### src/rtl/timer_pkg.sv
// Shared definitions for the timer engine.
//   state_e : FSM state encoding for timer_ctrl (IDLE / LOAD / RUN)
//   STATE_W : width of the state register
package timer_pkg;

  localparam int STATE_W = 2;

  typedef enum logic [STATE_W-1:0] {
    IDLE = 2'd0,
    LOAD = 2'd1,
    RUN  = 2'd2
  } state_e;

endpackage

### src/rtl/counter.sv
// Generic loadable up/down counter.
//   clk       : clock, rising edge
//   load      : load load_data into the count (highest priority)
//   load_data : value to load
//   en        : counting enable
//   in        : count event; the count steps once per cycle with en && in
//   count     : current count value
//   carry     : borrow (DECREMENT, stepping from 0) or carry (INCREMENT, stepping from all-ones)
// There is no reset port; the owner initialises the count by asserting load.
module counter #(
  parameter int    DW   = 32,
  parameter string TYPE = "DECREMENT"
) (
  input  logic          clk,
  input  logic          load,
  input  logic [DW-1:0] load_data,
  input  logic          en,
  input  logic          in,
  output logic [DW-1:0] count,
  output logic          carry
);

  localparam bit DEC = (TYPE == "DECREMENT");

  logic [DW-1:0] count_q;
  logic [DW-1:0] count_d;
  logic          step;

  assign step = en && in;

  always_comb begin
    count_d = count_q;
    if (load) begin
      count_d = load_data;
    end else if (step) begin
      count_d = DEC ? (count_q - 1'b1) : (count_q + 1'b1);
    end
  end

  always_ff @(posedge clk) begin
    count_q <= count_d;
  end

  assign count = count_q;
  assign carry = step && !load && (DEC ? (count_q == '0) : (count_q == '1));

endmodule

### src/rtl/timer_ctrl.sv
// Programmable timer engine built around a down-counting counter.
//   clk, reset    : clock and synchronous active-high reset
//   cfg_period    : period in ticks, captured in LOAD
//   cfg_prescale  : tick divisor minus one, captured in LOAD
//   cfg_periodic  : 1 = reload on expiry, 0 = one-shot (sampled on the expiry cycle)
//   start / stop  : single-cycle control requests; stop has priority
//   irq_clear     : clears irq and overrun
//   busy          : timer in LOAD or RUN
//   expired       : one-cycle pulse when the count reaches zero in RUN
//   irq / overrun : sticky status flags
//   count         : current counter value
//
// state | meaning
// IDLE  | waiting for start with a non-zero period
// LOAD  | counter loaded with the period, prescaler restarted
// RUN   | counting down one step per prescaler tick
module timer_ctrl
  import timer_pkg::*;
#(
  parameter int DW = 32,
  parameter int PW = 16
) (
  input  logic          clk,
  input  logic          reset,
  input  logic [DW-1:0] cfg_period,
  input  logic [PW-1:0] cfg_prescale,
  input  logic          cfg_periodic,
  input  logic          start,
  input  logic          stop,
  input  logic          irq_clear,
  output logic          busy,
  output logic          expired,
  output logic          irq,
  output logic          overrun,
  output logic [DW-1:0] count
);

  state_e        state_q;
  logic [PW-1:0] prescale_q;
  logic [PW-1:0] prescaler_q;
  logic          irq_q;
  logic          overrun_q;

  logic          in_run;
  logic          zero;
  logic          tick;
  logic          cnt_load;
  logic [DW-1:0] cnt_data;
  logic          cnt_en;
  logic          carry_unused;

  assign in_run = (state_q == RUN);
  assign zero   = (count == '0);
  assign tick   = (prescaler_q == prescale_q);

  // Reset doubles as a load of zero so the counter needs no reset of its own.
  assign cnt_load = reset || (state_q == LOAD);
  assign cnt_data = reset ? '0 : cfg_period;
  // Counting is suppressed on the zero cycle (never wraps below 0) and on stop (count holds).
  assign cnt_en   = in_run && !zero && !stop;

  counter #(
    .DW  (DW),
    .TYPE("DECREMENT")
  ) u_counter (
    .clk      (clk),
    .load     (cnt_load),
    .load_data(cnt_data),
    .en       (cnt_en),
    .in       (tick),
    .count    (count),
    .carry    (carry_unused)
  );

  // A stop on the zero cycle aborts the expiry.
  assign expired = in_run && zero && !stop;

  always_ff @(posedge clk) begin
    if (reset) begin
      state_q     <= IDLE;
      prescale_q  <= '0;
      prescaler_q <= '0;
      irq_q       <= 1'b0;
      overrun_q   <= 1'b0;
    end else begin
      unique case (state_q)
        IDLE: begin
          if (start && !stop && (cfg_period != '0)) begin
            state_q <= LOAD;
          end
        end
        LOAD: begin
          prescale_q  <= cfg_prescale;
          prescaler_q <= '0;
          state_q     <= stop ? IDLE : RUN;
        end
        RUN: begin
          if (stop) begin
            state_q     <= IDLE;
            prescaler_q <= '0;
          end else if (zero) begin
            state_q <= cfg_periodic ? LOAD : IDLE;
          end else begin
            prescaler_q <= tick ? '0 : (prescaler_q + 1'b1);
          end
        end
        default: state_q <= IDLE;
      endcase

      // A clear coinciding with an expiry leaves irq set but overrun clear.
      if (irq_clear) begin
        irq_q     <= expired;
        overrun_q <= 1'b0;
      end else if (expired) begin
        irq_q     <= 1'b1;
        overrun_q <= overrun_q | irq_q;
      end
    end
  end

  assign busy    = (state_q == LOAD) || (state_q == RUN);
  assign irq     = irq_q;
  assign overrun = overrun_q;

endmodule

### config.mk
export PLATFORM = sky130hd
export DESIGN_NAME = timer_ctrl
export DESIGN_NICKNAME = d
export VERILOG_FILES = /design/src/rtl/timer_pkg.sv /design/src/rtl/counter.sv /design/src/rtl/timer_ctrl.sv
export SDC_FILE = /design/constraint.sdc
export NUM_CORES = 1
export LEC_CHECK = 0
export BUFFER_PORTS_ARGS = -buffer_cell sky130_fd_sc_hd__buf_2
export CAP_MARGIN = 20
export CORE_MARGIN = 3
export CORE_UTILIZATION = 48
export CTS_BUF_LIST = sky130_fd_sc_hd__clkbuf_4 sky130_fd_sc_hd__clkbuf_8
export DETAILED_ROUTE_END_ITERATION = 10
export PLACE_DENSITY = 0.71
export SLEW_MARGIN = 25
export SYNTH_ARGS = -nofsm -noshare
export SYNTH_HDL_FRONTEND = slang
export SYNTH_HIERARCHICAL = 1
export SYNTH_SLANG_ARGS = --single-unit
### constraint.sdc
create_clock -name clk -period 9.7 [get_ports clk]
set_clock_uncertainty 0.2 [all_clocks]
set_input_delay 1.455 -clock clk [delete_from_list [all_inputs] [get_ports clk]]
set_output_delay 1.455 -clock clk [all_outputs]
set_load 0.01 [all_outputs]
Word level (Yosys, flattened, before mapping) --
Index checks and enable logic that the tools add are counted.
Storage, ports and cells: register bits after elaboration 68, output and inout bits 36, word-level logic and storage cells 50
Cells by class: add/subtract/negate cells 2, equal/unequal tests 6, multiplexer cells 15, bitwise logic cells 1, reductions and logical operators 20
Operator list (count):
- two-way mux 32 bit | 3
- two-way mux 16 bit | 3
- zero test 32 bit | 1
- one-hot mux 16 bit (2 select lines) | 1
- nonzero test 32 bit | 1
- subtractor 32 x 1 -> 32 bit (second input constant) | 1
- adder 16 x 1 -> 16 bit (second input constant) | 1
- == test 16 bit | 1
- two-way mux 2 bit | 4
- logical AND 1 bit | 7
- one-hot mux 2 bit (3 select lines) | 1
- nonzero test 2 bit | 3
- AND reduction 2 bit | 2
- two-way mux 1 bit | 3
- inequality test 3 x 2 -> 1 bit (second input constant) | 1
- inequality test 3 bit (second input constant) | 1
- == test 2 x 1 -> 1 bit (second input constant) | 1
- == test 2 bit (second input constant) | 1
- zero test 1 bit | 2
- zero test 2 bit | 1
- logical OR 1 bit | 2
- inequality test 2 bit (second input constant) | 1
- OR reduction 2 bit | 1
- OR 1 bit | 1

Longest topological paths before layout --
Gate-level depths: netlist (run 1).
depth in word-level cells 7, mapped depth 10, depth with buffers taken out 7

Hierarchy --
The synthesis (run 1) kept the hierarchy.
Modules (own cells, without submodules):
- timer_ctrl | times used 1, cells each 263, area an instance 2284.7 um2, sequential area each 720.7 um2
- counter | times used 1, cells each 213, area an instance 2064.5 um2, sequential area each 960.9 um2

Worst setup path after synthesis (run 1) --
No wires, ideal clock.
path kind input to register, start in reset, end reg u_counter.count_q[0], in the netlist u_counter/count[0] (enable), data arrival time 3.494 ns, required time 9.111 ns, setup slack 5.616 ns, stages 7, path buffers 4, cells stage by stage clkbuf_1 > clkbuf_1 > or2_2 > clkbuf_1 > clkinv_1 > buf_4 > nand2_1
On the way: cells in the longest elaborated chain, start to end 2
Ends and longest elaborated chain:
- from (decl) | line timer_ctrl.sv:24 | input logic reset,
- logical OR 1 bit | line timer_ctrl.sv:57 | assign cnt_load = reset || (state_q == LOAD);
- net cnt_load | line timer_ctrl.sv:47 | logic cnt_load;
- nonzero test 2 bit (no source line)
- to (signal assigned) | line counter.sv:41 | count_q <= count_d;
- to (decl) | line counter.sv:25 | logic [DW-1:0] count_q;
The timed path passes the listed nets, and every way through them passes these cells. A chain may end at the register's enable or synchronous reset.

Worst setup path after layout (run 1) --
start in reset, end reg u_counter.count_q[23], in the netlist u_counter/count[23] (enable)
Same word-level chain as after synthesis.

==> flow_metrics.tcl, run 1 <==
set metrics [dict create \
    coreArea_um2 8760 \
    crit_chain "buf_2 > buf_4 > or2_2 > clkinv_1 > nand2_1 > buf_4" \
    cp.arrival_ps 4740 \
    final.setup.tns_ps 0 \
    rsz0062_at_grt "no" \
    core.rowCount 34 \
    cpMaxStageDelayCell "clkinv_1" \
    required_ps 9520 \
    diodes 0 \
    first_pass_iters 5 \
    start_kind "input port" \
    preCtsSetupSlack_ps 4470 \
    power-per-cell-area_nw_per_um2 247 \
    ctsHoldBuffers 0 \
    routed_via_density 6.12 \
    cp-end-kind "flip-flop" \
    gr-usage-all-layers_pct 22.5 \
    dp_hpwl_mm 8.30 \
    clockRootBuffer "clkbuf_8" \
    dpl_cell_area_um2 4830 \
    grt_max_degree 65 \
    finalCritPeriodShare_pct 50.6 \
    drt_iter0_markers 311 \
    maxCapViolCount 0 \
    antenna_found_initial 0 \
    portBuffers 89 \
    wire_per_inst_um 17.5 \
    cts_setup_buffers 0 \
    p_leak_uw 0.00193 \
    slew_violations 0 \
    syn_inst 474 \
    finalHoldViolations 0 \
    fin_area_um2 5070 \
    dieArea_um2 10200 \
    holdCritPathClass "reg -> reg" \
    fmax_mhz 204 \
    path_delay_family "buffers and inverters" \
    grt_overflow 0 \
    cts.sinks 68 \
    start_util_pct 49.5 \
    ant_nets 0 \
    syn-cell-area_um2 4340 \
    drive_above_1_share_pct 24.5 \
    max_stage_delay_ps 830 \
    setup_violations 0 \
    crit_buf_inv 4 \
    htreeDepth 3 \
    ios 90 \
    cts_resized 0 \
    die_w_um 101 \
    cts_buffer_depth 2 \
    grt_use_met2_pct 37.6 \
    worstPathMaxFanout 64 \
    yosysWarnings 6 \
    cts_tree "done" \
    synth_area_per_cell_um2 9.15 \
    dp.cells 651 \
    final_cells 667 \
    syn_to_final_growth_pct 17.1 \
    drcViolationCount 0 \
    relSlewSlack_pct 45.4 \
    period_needed_ps 4910 \
    grt_pass1_wl_mm 18.2 \
    vdd_drop_max_mv 0.120 \
    numCtsBuffers 9 \
    synthesis.nets 534 \
    worst_pin_slew_ps 811 \
    setup_slack_ps 4790 \
    routed_wl_mm 11.7 \
    gr-max-usage-layer "met2" \
    crit_type "in -> reg" \
    grt_use_met3_pct 4.36 \
    use_met1_pct 29.7 \
    path_clk_slew_ps 70 \
    place_congestion 0.861 \
    clock_latency_ps 350 \
    worst_path_most_repeated_cell "buf_4" \
    fillers 782 \
    finalNetCount 614 \
    dieHeight_um 101 \
    first_global_vias 3711 \
    vias 4083 \
    status "complete, no violations" \
]
[area by class of cell]
type / instances / area, um^2 / area share, %
multi-input cells: 375 / 2520 / 49.7
flip-flops and latches: 68 / 1680 / 33.1
repair buffers: 91 / 460 / 9.07
well taps: 108 / 135 / 2.66
clock buffers: 10 / 131 / 2.59
clock inverters: 6 / 113 / 2.22
inverters: 9 / 33.8 / 0.666
[tightest hold or removal path, cell delays in order (launching register included)]
cell and delay (ps):
dfxtp_1 330, o31ai_1 70, a21oi_1 60
[layer usage]
layer | share of wire (%) | wire length (um)
met1 | 42 | 4920
met2 | 49 | 5730
met4 | 1.5 | 169
met3 | 7.1 | 829
met5 | 0 | 0
[report_power, final]
group | total [uW] | internal, uW | switching [uW]
registers | 509 | 397 | 113
clock network | 291 | 175 | 116
logic | 454 | 183 | 271
[final timing paths]
check / from / to / slack (ps) / cells after the start
max: reset / u_counter/count[23] / 4790 / 6
min: prescaler_q[15] / prescaler_q[15] / 310 / 2
max reg2reg: state_q[1] / u_counter/count[23] / 5550 / 6
min reg2reg: prescaler_q[15] / prescaler_q[15] / 310 / 2
[cell usage in the layout (no fill, tap or decap), types with 14 or more instances in the layout]
| cell type | count |
|---|---|
| buf_2 | 89 |
| nor2b_1 | 38 |
| dfxtp_1 | 36 |
| nor2_1 | 35 |
| edfxtp_1 | 32 |
| nor4_1 | 24 |
| nand2_1 | 24 |
| xor2_1 | 22 |
| nand4_1 | 20 |
| mux2i_1 | 17 |
| a21oi_1 | 17 |
| o31ai_1 | 16 |
| o21ai_0 | 16 |
| or4_1 | 15 |
| nand3_1 | 14 |
[flip-flops by register name (all words and copies together) (netlist names)]
signal	flops
prescaler_q	16
overrun	1
prescale_q	16
u_counter/count	32
state_q	2
irq	1
[metrics by stage]
step	hold WS (ps)	total power (uW)	util [%]
floorplan	264	815	-
detailed placement	298	961	55.1
global placement	286	949	55.1
global route	342	1330	57.9
finish	307	1250	57.9
CTS	310	1250	57.9
Note: power is estimated with default switching activity, not from simulation.
==> run 2, diff against run 1 <==
==> constraint.sdc (replaced) <==
create_clock -name clk -period 4.69 [get_ports clk]
set_clock_uncertainty 0.2 [all_clocks]
set_input_delay 0.7035 -clock clk [delete_from_list [all_inputs] [get_ports clk]]
set_output_delay 0.7035 -clock clk [all_outputs]
set_load 0.01 [all_outputs]
==> run 2 against run 1 <==
  * Clock power is 93% higher
  * Combinational power is 110% higher
  * Final cell count grew 0.45%
  * Global-route usage grew 0.53 points
  * Via count up 1.3%
  * Critical path depth decreased by 2
  * Highest routed layer unchanged
  * Register-to-register slack worse by 3700 ps
  * Largest power group unchanged
  * Setup slack worse by 3300 ps
  * Die area unchanged
  * Wire length increased by 1.8%
==> flow_metrics.tcl, run 2 (synthesis gave the netlist of run 1 again) <==
set metrics [dict create \
    portBuffers 89 \
    power-per-cell-area_nw_per_um2 506 \
    htreeDepth 3 \
    die_w_um 101 \
    rsz0062_at_grt "no" \
    worst_pin_slew_ps 812 \
    use_met1_pct 28.3 \
    period_needed_ps 3160 \
    antenna_found_initial 0 \
    crit_type "reg -> out" \
    drive_above_1_share_pct 24.7 \
    gr-max-usage-layer "met2" \
    final_cells 670 \
    cts_setup_buffers 0 \
    cts_resized 0 \
    slew_violations 0 \
    finalHoldViolations 0 \
    layout_commonest_cell "buf_2" \
    coreArea_um2 8760 \
    final.setup.tns_ps 0 \
    core.rowCount 34 \
    dieHeight_um 101 \
    ant_nets 0 \
    dp_hpwl_mm 8.61 \
    cts.sinks 68 \
    worstPathMaxFanout 7 \
    syn_to_final_growth_pct 17.2 \
    fmax_mhz 316 \
    grt_overflow 0 \
    vdd_drop_max_mv 0.181 \
    fin_area_um2 5080 \
    largest_reg_flops 32 \
    first_pass_iters 5 \
    dpl_cell_area_um2 4850 \
    finalCritPeriodShare_pct 67.5 \
    setup_slack_ps 1530 \
    status "complete, no violations" \
    required_ps 3790 \
    path_clk_slew_ps 80 \
    preCtsSetupSlack_ps 1840 \
    maxCapViolCount 0 \
    relSlewSlack_pct 45.4 \
    routed_wl_mm 11.9 \
    grt_use_met2_pct 40.1 \
    grt_use_met3_pct 3.46 \
    gr-usage-all-layers_pct 23.0 \
    grt_max_degree 64 \
    ctsHoldBuffers 0 \
    clock_latency_ps 350 \
    first_global_vias 3866 \
    drcViolationCount 0 \
    dieArea_um2 10200 \
    vias 4137 \
    wire_per_inst_um 17.7 \
    cts_tree "done" \
    grt_pass1_wl_mm 18.7 \
    numCtsBuffers 9 \
    cts_buffer_depth 2 \
    p_leak_uw 0.00194 \
    holdCritPathClass "reg -> reg" \
    diodes 0 \
    place_congestion 0.824 \
    drt_iter0_markers 242 \
    cp-end-kind "output pin" \
    utilization_pct 58.0 \
    final_cell_mix "buf_2, nor2b_1, dfxtp_1, nor2_1, edfxtp_1" \
    cp.arrival_ps 2260 \
    clockRootBuffer "clkbuf_8" \
    finalNetCount 617 \
    dp.cells 654 \
    routed_via_density 6.17 \
    start_kind "flip-flop" \
    start_util_pct 49.5 \
    setup_violations 0 \
    ios 90 \
]
[run 2: final timing paths]
kind / start / end / slack [ps] / cells after the start
worst max-delay path: u_counter/count[18] / expired / 1530 / 4
worst min register to register: irq / irq / 310 / 2
worst min-delay path: irq / irq / 310 / 2
worst max register to register: u_counter/count[1] / u_counter/count[24] / 1830 / 6
[run 2: layout make-up]
type | count | area (um^2)
sequential | 68 | 1680
clock buffer | 11 | 145
inverter | 9 | 33.8
tap | 108 | 135
fill | 836 | 3680
timing repair buffer | 94 | 483
clock inverter | 5 | 85.1
multi-input combinational | 375 | 2520
[run 2: routing by layer]
metal / vias to the layer above / wire length (um)
met1: 1982 / 4800
met4: 0 / 307
met2: 157 / 5980
met5: - / 0
met3: 22 / 774
li1: 1976 / -
[run 2: power by group]
part	leakage, uW	total (uW)	internal (uW)	switching, uW
logic	0.00120	958	384	575
clock network	0.000113	563	322	241
registers	0.000622	1050	820	232
[run 2: worst max-delay path, stage by stage (launching register included)]
cell      delay (ps)
edfxtp_1         510
nor4_2           410
nand4_2          340
nor3_4           440
buf_2            210
[run 2: metrics by stage]
stage / hold slack, ps / power (uW)
floorplan: 264 / 1690
global placement: 280 / 1980
detailed placement: 295 / 2010
CTS: 310 / 2570
global route: 329 / 2720
finish: 311 / 2570
